<file path="config.mk">
export PLATFORM = sky130hd
export DESIGN_NAME = bus_sched_flat
export DESIGN_NICKNAME = d
export VERILOG_FILES = /design/src/rtl/bus_sched_pkg.sv /design/src/rtl/bus_sched_if.sv /design/src/rtl/bus_sched_frame_timer.sv /design/src/rtl/bus_sched.sv /design/src/flat_wrapper.sv
export SDC_FILE = /design/constraint.sdc
export NUM_CORES = 1
export LEC_CHECK = 0
export CAP_MARGIN = 20
export CORE_ASPECT_RATIO = 0.6
export CORE_MARGIN = 10
export CORE_UTILIZATION = 40
export DETAILED_ROUTE_END_ITERATION = 12
export PLACE_DENSITY_LB_ADDON = 0.3
export SLEW_MARGIN = 20
export SYNTH_ARGS = -nofsm -noshare
export SYNTH_HDL_FRONTEND = slang
export SYNTH_SLANG_ARGS = --single-unit
</file>
<file path="constraint.sdc">
create_clock -name clk_bus_i -period 2.3 [get_ports clk_bus_i]
set_input_delay 0.345 -clock clk_bus_i [delete_from_list [all_inputs] [get_ports clk_bus_i]]
set_output_delay 0.345 -clock clk_bus_i [all_outputs]
set_load 0.01 [all_outputs]
</file>
<file path="src/rtl/bus_sched_pkg.sv">
// Shared types and default frame timing for the system bus scheduler.
package bus_pkg;

  localparam int DEF_FRAME_LEN  = 64;
  localparam int DEF_SPI_LEN    = 16;
  localparam int DEF_PHI2_START = 32;
  localparam int DEF_STROBE_LEN = 4;

  localparam int ADDR_W = 17;
  localparam int DATA_W = 8;

  typedef logic [ADDR_W-1:0] bus_addr_t;
  typedef logic [DATA_W-1:0] bus_data_t;

  typedef enum logic [2:0] {
    IDLE       = 3'd0,
    SPI_SETUP  = 3'd1,
    SPI_STROBE = 3'd2,
    SPI_DONE   = 3'd3,
    CPU        = 3'd4
  } bus_state_t;

endpackage

</file>
<file path="src/rtl/bus_sched_if.sv">
// Host request, shared-bus and CPU/RAM control signals of the bus scheduler.
interface bus_sched_if;
  import bus_pkg::*;

  logic      spi_req_i;
  logic      spi_we_i;
  bus_addr_t spi_addr_i;
  bus_data_t spi_data_i;
  logic      spi_ack_o;
  bus_data_t spi_data_o;
  bus_addr_t spi_bus_addr_o;
  bus_data_t spi_bus_data_o;
  bus_data_t bus_data_i;
  logic      bus_spi_sel_o;
  logic      cpu_ready_i;
  logic      cpu_rw_i;
  logic      cpu_phi2_o;
  logic      ram_oe_no;
  logic      ram_we_no;

  modport master (
    output spi_req_i, spi_we_i, spi_addr_i, spi_data_i, bus_data_i,
    output cpu_ready_i, cpu_rw_i,
    input  spi_ack_o, spi_data_o, spi_bus_addr_o, spi_bus_data_o,
    input  bus_spi_sel_o, cpu_phi2_o, ram_oe_no, ram_we_no
  );

  modport slave (
    input  spi_req_i, spi_we_i, spi_addr_i, spi_data_i, bus_data_i,
    input  cpu_ready_i, cpu_rw_i,
    output spi_ack_o, spi_data_o, spi_bus_addr_o, spi_bus_data_o,
    output bus_spi_sel_o, cpu_phi2_o, ram_oe_no, ram_we_no
  );

endinterface

</file>
<file path="src/rtl/bus_sched_frame_timer.sv">
// Frame position counter for the bus scheduler, with decoded schedule points.
module frame_timer
  import bus_pkg::*;
#(
  parameter int FRAME_LEN  = DEF_FRAME_LEN,
  parameter int SPI_LEN    = DEF_SPI_LEN,
  parameter int PHI2_START = DEF_PHI2_START,
  parameter int CNT_W      = $clog2(FRAME_LEN)
) (
  input  logic             clk,
  input  logic             rst_n,
  output logic [CNT_W-1:0] cnt,
  output logic             frame_start,
  output logic             spi_end,
  output logic             phi2_start,
  output logic             frame_end
);

  logic [CNT_W-1:0] cnt_r;

  // Frame position, wrapping from FRAME_LEN-1 back to 0.
  always_ff @(posedge clk or negedge rst_n) begin
    if (!rst_n) begin
      cnt_r <= '0;
    end else if (cnt_r == CNT_W'(FRAME_LEN - 1)) begin
      cnt_r <= '0;
    end else begin
      cnt_r <= cnt_r + CNT_W'(1);
    end
  end

  assign cnt         = cnt_r;
  assign frame_start = (cnt_r == '0);
  assign spi_end     = (cnt_r == CNT_W'(SPI_LEN));
  // Fires one count early: this is where cpu_ready is sampled so phi2 can rise on time.
  assign phi2_start  = (cnt_r == CNT_W'(PHI2_START - 1));
  assign frame_end   = (cnt_r == CNT_W'(FRAME_LEN - 1));

endmodule

</file>
<file path="src/rtl/bus_sched.sv">
// Shared-bus sequencer: one host access per frame in the SPI window, then the
// CPU window with phi2 and RAM strobes; sole driver of RAM strobes and mux select.
module bus_sched
  import bus_pkg::*;
#(
  parameter int FRAME_LEN  = DEF_FRAME_LEN,
  parameter int SPI_LEN    = DEF_SPI_LEN,
  parameter int PHI2_START = DEF_PHI2_START,
  parameter int STROBE_LEN = DEF_STROBE_LEN
) (
  input logic        clk_bus_i,
  input logic        res_ni,
  bus_sched_if.slave bus
);

  localparam int CNT_W = $clog2(FRAME_LEN);
  localparam int STB_W = $clog2(STROBE_LEN + 1);

  logic [CNT_W-1:0] cnt_s;
  logic             frame_start_s;
  logic             spi_end_s;
  logic             phi2_start_s;
  logic             frame_end_s;

  frame_timer #(
    .FRAME_LEN  (FRAME_LEN),
    .SPI_LEN    (SPI_LEN),
    .PHI2_START (PHI2_START),
    .CNT_W      (CNT_W)
  ) u_frame_timer (
    .clk         (clk_bus_i),
    .rst_n       (res_ni),
    .cnt         (cnt_s),
    .frame_start (frame_start_s),
    .spi_end     (spi_end_s),
    .phi2_start  (phi2_start_s),
    .frame_end   (frame_end_s)
  );

  bus_state_t       state_r,    state_s;
  logic [STB_W-1:0] stb_cnt_r,  stb_cnt_s;
  logic             req_we_r,   req_we_s;
  bus_addr_t        req_addr_r, req_addr_s;
  bus_data_t        req_data_r, req_data_s;
  bus_data_t        rd_data_r,  rd_data_s;
  logic             ready_r,    ready_s;
  logic             sel_r,      sel_s;
  logic             ack_r,      ack_s;
  logic             phi2_r,     phi2_s;
  logic             oe_n_r,     oe_n_s;
  logic             we_n_r,     we_n_s;
  logic             cpu_span_s;

  // Next-state and next-output decode from frame position and FSM state.
  always_comb begin
    state_s    = state_r;
    stb_cnt_s  = stb_cnt_r;
    req_we_s   = req_we_r;
    req_addr_s = req_addr_r;
    req_data_s = req_data_r;
    rd_data_s  = rd_data_r;
    sel_s      = sel_r;
    ack_s      = 1'b0;
    phi2_s     = 1'b0;
    oe_n_s     = 1'b1;
    we_n_s     = 1'b1;

    if (phi2_start_s) begin
      ready_s = bus.cpu_ready_i;
    end else begin
      ready_s = ready_r;
    end
    cpu_span_s = ready_r && (cnt_s >= CNT_W'(PHI2_START));

    case (state_r)
      IDLE: begin
        if (frame_start_s && bus.spi_req_i) begin
          req_we_s   = bus.spi_we_i;
          req_addr_s = bus.spi_addr_i;
          req_data_s = bus.spi_data_i;
          sel_s      = 1'b1;
          state_s    = SPI_SETUP;
        end else if (spi_end_s) begin
          state_s = CPU;
        end else begin
          state_s = IDLE;
        end
      end
      SPI_SETUP: begin
        state_s   = SPI_STROBE;
        stb_cnt_s = '0;
        oe_n_s    = req_we_r;
        we_n_s    = ~req_we_r;
      end
      SPI_STROBE: begin
        // Strobes are registered from the next state, so the last strobe cycle releases them.
        if (stb_cnt_r == STB_W'(STROBE_LEN - 1)) begin
          state_s = SPI_DONE;
          ack_s   = 1'b1;
          if (!req_we_r) begin
            rd_data_s = bus.bus_data_i;
          end else begin
            rd_data_s = rd_data_r;
          end
        end else begin
          stb_cnt_s = stb_cnt_r + STB_W'(1);
          oe_n_s    = req_we_r;
          we_n_s    = ~req_we_r;
        end
      end
      SPI_DONE: begin
        sel_s   = 1'b0;
        state_s = IDLE;
      end
      CPU: begin
        phi2_s = cpu_span_s;
        oe_n_s = ~(cpu_span_s & bus.cpu_rw_i);
        // WE releases on the final count so write data is held past phi2 fall.
        we_n_s = ~(cpu_span_s & ~bus.cpu_rw_i & ~frame_end_s);
        if (frame_end_s) begin
          state_s = IDLE;
        end else begin
          state_s = CPU;
        end
      end
      default: begin
        state_s = IDLE;
        sel_s   = 1'b0;
      end
    endcase
  end

  // FSM state, strobe counter, latched request and ready sample.
  always_ff @(posedge clk_bus_i or negedge res_ni) begin
    if (!res_ni) begin
      state_r    <= IDLE;
      stb_cnt_r  <= '0;
      req_we_r   <= 1'b0;
      req_addr_r <= '0;
      req_data_r <= '0;
      rd_data_r  <= '0;
      ready_r    <= 1'b0;
    end else begin
      state_r    <= state_s;
      stb_cnt_r  <= stb_cnt_s;
      req_we_r   <= req_we_s;
      req_addr_r <= req_addr_s;
      req_data_r <= req_data_s;
      rd_data_r  <= rd_data_s;
      ready_r    <= ready_s;
    end
  end

  // Output registers; strobes go inactive asynchronously on reset.
  always_ff @(posedge clk_bus_i or negedge res_ni) begin
    if (!res_ni) begin
      sel_r  <= 1'b0;
      ack_r  <= 1'b0;
      phi2_r <= 1'b0;
      oe_n_r <= 1'b1;
      we_n_r <= 1'b1;
    end else begin
      sel_r  <= sel_s;
      ack_r  <= ack_s;
      phi2_r <= phi2_s;
      oe_n_r <= oe_n_s;
      we_n_r <= we_n_s;
    end
  end

  assign bus.spi_ack_o      = ack_r;
  assign bus.spi_data_o     = rd_data_r;
  assign bus.spi_bus_addr_o = req_addr_r;
  assign bus.spi_bus_data_o = req_data_r;
  assign bus.bus_spi_sel_o  = sel_r;
  assign bus.cpu_phi2_o     = phi2_r;
  assign bus.ram_oe_no      = oe_n_r;
  assign bus.ram_we_no      = we_n_r;

endmodule

</file>
<file path="src/flat_wrapper.sv">
// flat-port wrapper written by rule: the top's interface ports become plain ports
module bus_sched_flat import bus_pkg::*;
#(
  parameter int FRAME_LEN  = DEF_FRAME_LEN,
  parameter int SPI_LEN    = DEF_SPI_LEN,
  parameter int PHI2_START = DEF_PHI2_START,
  parameter int STROBE_LEN = DEF_STROBE_LEN
)
  (clk_bus_i, res_ni, bus_spi_req_i, bus_spi_we_i, bus_spi_addr_i, bus_spi_data_i, bus_bus_data_i, bus_cpu_ready_i, bus_cpu_rw_i, bus_spi_ack_o, bus_spi_data_o, bus_spi_bus_addr_o, bus_spi_bus_data_o, bus_bus_spi_sel_o, bus_cpu_phi2_o, bus_ram_oe_no, bus_ram_we_no);
  bus_sched_if bus_i ();
  input logic clk_bus_i;
  input logic res_ni;
  input wire logic [$bits(bus_i.spi_req_i)-1:0] bus_spi_req_i;
  input wire logic [$bits(bus_i.spi_we_i)-1:0] bus_spi_we_i;
  input wire logic [$bits(bus_i.spi_addr_i)-1:0] bus_spi_addr_i;
  input wire logic [$bits(bus_i.spi_data_i)-1:0] bus_spi_data_i;
  input wire logic [$bits(bus_i.bus_data_i)-1:0] bus_bus_data_i;
  input wire logic [$bits(bus_i.cpu_ready_i)-1:0] bus_cpu_ready_i;
  input wire logic [$bits(bus_i.cpu_rw_i)-1:0] bus_cpu_rw_i;
  output wire logic [$bits(bus_i.spi_ack_o)-1:0] bus_spi_ack_o;
  output wire logic [$bits(bus_i.spi_data_o)-1:0] bus_spi_data_o;
  output wire logic [$bits(bus_i.spi_bus_addr_o)-1:0] bus_spi_bus_addr_o;
  output wire logic [$bits(bus_i.spi_bus_data_o)-1:0] bus_spi_bus_data_o;
  output wire logic [$bits(bus_i.bus_spi_sel_o)-1:0] bus_bus_spi_sel_o;
  output wire logic [$bits(bus_i.cpu_phi2_o)-1:0] bus_cpu_phi2_o;
  output wire logic [$bits(bus_i.ram_oe_no)-1:0] bus_ram_oe_no;
  output wire logic [$bits(bus_i.ram_we_no)-1:0] bus_ram_we_no;
  assign bus_i.spi_req_i = bus_spi_req_i;
  assign bus_i.spi_we_i = bus_spi_we_i;
  assign bus_i.spi_addr_i = bus_spi_addr_i;
  assign bus_i.spi_data_i = bus_spi_data_i;
  assign bus_i.bus_data_i = bus_bus_data_i;
  assign bus_i.cpu_ready_i = bus_cpu_ready_i;
  assign bus_i.cpu_rw_i = bus_cpu_rw_i;
  assign bus_spi_ack_o = bus_i.spi_ack_o;
  assign bus_spi_data_o = bus_i.spi_data_o;
  assign bus_spi_bus_addr_o = bus_i.spi_bus_addr_o;
  assign bus_spi_bus_data_o = bus_i.spi_bus_data_o;
  assign bus_bus_spi_sel_o = bus_i.bus_spi_sel_o;
  assign bus_cpu_phi2_o = bus_i.cpu_phi2_o;
  assign bus_ram_oe_no = bus_i.ram_oe_no;
  assign bus_ram_we_no = bus_i.ram_we_no;
  bus_sched #(.FRAME_LEN(FRAME_LEN), .SPI_LEN(SPI_LEN), .PHI2_START(PHI2_START), .STROBE_LEN(STROBE_LEN)) u_core (.clk_bus_i(clk_bus_i), .res_ni(res_ni), .bus(bus_i));
endmodule
</file>
# Word level (Yosys, flattened, before mapping)
# Index checks and enable logic that the tools add are counted.
[totals]
ff_bits = 52
latchBits = 0
ramBits = 0
romBits = 0
in_bits = 39
output_inout_bits = 38
wordCells = 62
n_memories = 0
[op_classes]
add_sub_neg = 2
mul = 0
div_mod_pow = 0
n_lt_le_gt_ge = 1
n_eq_ne = 10
shifts = 0
muxes = 17
bitwise = 9
n_reduce_logical = 10
[op_table]
columns = ["cell", "n"]
rows = [
  ["3-bit two-way mux", 5],
  ["6-bit by 5-bit equality test with 1-bit output, second input constant", 2],
  ["3-bit case mux with 4 select lines", 1],
  ["6-bit by 1-bit adder with 6-bit output, second input constant", 1],
  ["3-bit by 2-bit equality test with 1-bit output, second input constant", 2],
  ["6-bit equality test, second input constant", 1],
  ["6-bit greater-or-equal comparator, second input constant", 1],
  ["6-bit logical NOT", 1],
  ["1-bit two-way mux", 6],
  ["6-bit two-way mux", 1],
  ["1-bit NOT", 6],
  ["1-bit case mux with 3 select lines", 2],
  ["3-bit case mux with 2 select lines", 1],
  ["2-bit AND reduction", 3],
  ["2-bit by 1-bit inequality test with 1-bit output, second input constant", 2],
  ["3-bit by 1-bit adder with 3-bit output, second input constant", 1],
  ["1-bit AND", 3],
  ["3-bit by 1-bit equality test with 1-bit output, second input constant", 1],
  ["3-bit equality test, second input constant", 1],
  ["3-bit logical NOT", 1],
  ["3-bit AND reduction", 1],
  ["3-bit OR reduction", 1],
  ["1-bit logical AND", 2],
  ["2-bit inequality test, second input constant", 1],
  ["other kinds (2)", 2],
]

# Depth between registers and ports, before layout
[depth]
depth_word = 6
depth_mapped = 6
depth_no_buf = 5

# Modules after synthesis
# A second synthesis with hierarchy kept.
[hier_totals]
hier_cells = 154
hier_area_um2 = 2139.6
[by_module_without_submodules]
columns = ["module", "instances", "cells_each", "area_each_um2", "seq_area_each_um2"]
rows = [
  ["bus_sched", 1, 125, 1840.5, 1153.6],
  ["frame_timer", 1, 29, 299.0, 150.1],
]

# Least setup slack after synthesis
# Ideal clock, no wire load.
[synth_timing]
path_type = "register to register"
from = "register u_core.u_frame_timer.cnt_r[0] (netlist: u_core.u_frame_timer.cnt[0])"
to = "register u_core.req_addr_r[10] (netlist: u_core.bus.spi_bus_addr_o[10])"
setup_time_ns = 0.125
t_arrival_ns = 2.051
required_ns = 2.175
path_slack_ns = 0.124
path_stages_with_launch = 7
n_path_buf = 1
synth_period_minus_slack_ns = 2.176
path_cell_list = "dfrtp_1 -> inv_1 -> ha_1 -> or4b_4 -> nor4_4 -> buf_6 -> mux2_2"
[synth_via]
elab_chain_cells = 3
[synth_rtl]
columns = ["item", "line", "text"]
rows = [
  ["start, declared", "bus_sched_frame_timer.sv:19", "logic [CNT_W-1:0] cnt_r;"],
  ["start signal, assigned", "bus_sched_frame_timer.sv:28", "cnt_r <= cnt_r + CNT_W'(1);"],
  ["6-bit logical NOT", "bus_sched_frame_timer.sv:33", "assign frame_start = (cnt_r == '0);"],
  ["1-bit logical AND", "bus_sched.sv:77", "if (frame_start_s && bus.spi_req_i) begin"],
  ["2-bit AND reduction (no line)", "--", ""],
  ["end signal, assigned", "bus_sched.sv:147", "req_addr_r <= req_addr_s;"],
  ["end, declared", "bus_sched.sv:43", "bus_addr_t req_addr_r, req_addr_s;"],
]
# Every way passes these cells.
# A chain may end at the register's enable or synchronous reset.

# Worst setup path in the final report
[layout_timing]
from = "register u_core.u_frame_timer.cnt_r[0] (netlist: u_core.u_frame_timer.cnt[0])"
to = "register u_core.req_addr_r[8] (netlist: u_core.bus.spi_bus_addr_o[8])"
# The elaborated chain is that of the path after synthesis.

==> results.toml <==
[status]
status = "complete, no violations"

[synth]
syn_inst = 162
synth-seq-cells = 52
syn_area_mm2 = 0.00220
ys_warn_count = 0
syn_nets = 205
synth_sequential_area_ratio_pct = 59.2
synth_cell_types = 36
syn_avg_cell_area_um2 = 13.6

[pwr]
powerDensity_mw_per_mm2 = 818
p_leak_nw = 1.35
vdd_ir_drop_max_v = 0.000286

[job]
cap_violations = 0

[grt]
first_global_vias = 1572
grt_usage_pct = 10.9
antenna_found_initial = 0
overflow = 0
grt_max_degree = 53
grt_pass1_wl_mm = 8.00

[route]
ant_nets = 0
dr.first_iter.drc_count = 71
post_drt_wl_per_cell_um = 15.8
vias_per_cell = 4.86
totalWireLength_mm = 4.91
drtPass1Iterations = 4
via_count = 1512
drc = 0

[clock_network]
cts_root_buf = "clkbuf_8"
clk_pin_slew_ns = 0.09
ctsHoldBuffers = 0
cts_tree = "yes"
htree_levels = 2
cts_setup_buffers = 0
clkSinkCount = 52
cts_resized = 0
insertion_delay_ns = 0.29
cts_made_buffers = 5
clk_path_buf_depth = 2

[die]
start_util_pct = 42.5
rows = 20
die_area_mm2 = 0.00897
pin_count = 77
core_region_area_mm2 = 0.00518
fp.dieH_um = 77.5
fp.dieW_um = 116

[timing]
hold_viol = 0
worst_pin_slew_ns = 0.643
layout_min_cycle_time_ns = 2.11
fin_skew_ns = 0.00767
maxSlewHeadroom_pct = 57.2
fmax_mhz = 474
holdWs_ns = 0.153
slew_violations = 0
rsz0062_at_grt = "no"
tns_ns = 0
min_period_over_period_pct = 91.8
setup_viol = 0

[place]
dp.cells = 303
placed_cell_area_mm2 = 0.00305
place_congestion = 0.806
hpwl_mm = 3.72
io_buffers = 76

[worst_setup_path]
startpoint_type = "flop"
r2r_slack_ns = 0.19
cp_max_fo = 26
crit_path_cell_trace = "inv_1, ha_1, or4b_4, nor4_4, buf_12, mux2_2"
arrival_ns = 2.30
slowest_stage = "or4b_4"
end_kind = "flop"
critPathKind = "flop to flop"
crit_required_ns = 2.49
cpPeakStageDelay_ns = 0.49

[cells_and_area]
area_growth_pct = 43.5
nFillCells = 426
final_area_mm2 = 0.00316
antenna_cells = 0
layout-drive-gt1-share_pct = 22.0
post-route-util_pct = 61.0
fin_cells = 311
nets = 287

[hold_path]
hold_class = "primary input to async pin"
per-layer routing:
layer	vias to the layer above	GRT usage [%]	share of wire, %
li1	733	-	-
met1	720	14.7	48
met2	55	15.2	41
met3	4	5.53	10
met4	0	2.24	0.47
met5	-	0	0
final timing paths:
path	start	end	cells after the start
max in group asynchronous	res_ni	u_core.state_r[2]	2
min	res_ni	u_core.ready_r	2
min in group clk_bus_i	u_core.bus.spi_bus_addr_o[9]	u_core.bus.spi_bus_addr_o[9]	1
max reg2reg	u_core.u_frame_timer.cnt[0]	u_core.bus.spi_bus_addr_o[8]	6
max	u_core.u_frame_timer.cnt[0]	u_core.bus.spi_bus_addr_o[8]	6
min reg2reg	u_core.bus.spi_bus_addr_o[9]	u_core.bus.spi_bus_addr_o[9]	1
cell usage after synthesis:
library cell,instances,area (um2)
o41ai_1,1,8.76
nor4_4,1,21.3
o21ai_0,4,20.0
nand3_1,3,15.0
nand2b_1,5,31.3
mux2_1,1,11.3
nand2_1,5,18.8
a211oi_1,1,7.51
or4_1,2,15.0
xor2_1,2,17.5
xnor2_1,1,8.76
ha_1,4,50.1
nand3b_1,3,22.5
mux2_2,35,394
or2_2,1,6.26
o22ai_1,1,6.26
and2_1,1,6.26
and3_1,2,12.5
nor4_1,1,6.26
a21oi_1,5,25.0
o32ai_1,1,8.76
inv_1,7,26.3
buf_1,1,3.75
dfstp_2,2,52.6
a2bb2oi_1,2,17.5
nor2b_1,1,6.26
nor4b_1,1,8.76
or4b_4,1,13.8
nor3_2,1,10.0
clkbuf_1,3,11.3
buf_6,2,22.5
nor2_1,6,22.5
o31ai_1,1,7.51
o2bb2ai_1,3,26.3
dfrtp_1,50,1250
or3b_2,1,8.76
where the power goes:
part	switching, W	internal (W)
clock network	0.000273	0.000326
logic	0.000327	0.000486
registers	0.0000853	0.00109
layout by cell type, fill, tap and decap left out, types with 2 or more instances in the layout:
cell type         n
nor2_1            6
clkbuf_1          2
buf_4             4
inv_1             7
clkdlybuf4s50_1  75
o21ai_0           4
nand2_1           5
a21oi_1           5
mux2_2           35
xor2_1            2
and3_1            2
nand3_1           3
clkbuf_8          5
or4_1             2
ha_1              4
nand2b_1          5
a2bb2oi_1         2
dfrtp_1          50
nand3b_1          3
dfstp_2           2
o2bb2ai_1         3
cell families (layout without fill, tap and decap cells):
logic type	after synthesis	in the layout	synth area share, %
flops	52	52	59.2
mux	36	36	18.4
simple gates	35	35	10.2
compound gates	19	19	5.80
buf+inv	13	96	2.90
fa+ha+maj	4	4	2.27
xor+xnor	3	3	1.19
registers in the layout, indices dropped and copies added, names as in the netlist, 3 cells and up:
name                       flops
u_core.bus.spi_data_o          8
u_core.stb_cnt_r               3
u_core.bus.spi_bus_addr_o     17
u_core.u_frame_timer.cnt       6
u_core.bus.spi_bus_data_o      8
u_core.state_r                 3
final cells by class:
| type | instances | area (um2) | area share, % |
|---|---|---|---|
| inverter | 7 | 26.3 | 0.832 |
| clock inverter | 1 | 30.0 | 0.950 |
| clock buffer | 7 | 76.3 | 2.42 |
| sequential | 52 | 1300 | 41.3 |
| timing repair buffer | 81 | 806 | 25.5 |
| multi-input combinational | 97 | 835 | 26.4 |
| tap | 66 | 82.6 | 2.61 |
per-stage QoR:
step           setup WS [ns]  power [W]
2_1_floorplan          0.124    0.00158
3_3_place_gp           0.222    0.00199
3_5_place_dp           0.194    0.00201
4_1_cts                0.186    0.00263
5_1_grt               0.0896    0.00275
6_report               0.189    0.00258
worst max-delay path: cells and delay by family, from the launching register on:
| kind | cells | cell delay, ns |
|---|---|---|
| adders and majority gates | 1 | 0.14 |
| buffers and inverters | 2 | 0.32 |
| DFF | 1 | 0.42 |
| muxes | 1 | 0.35 |
| and+or+nand+nor | 2 | 0.77 |
Power figures use the tool's default switching activity.
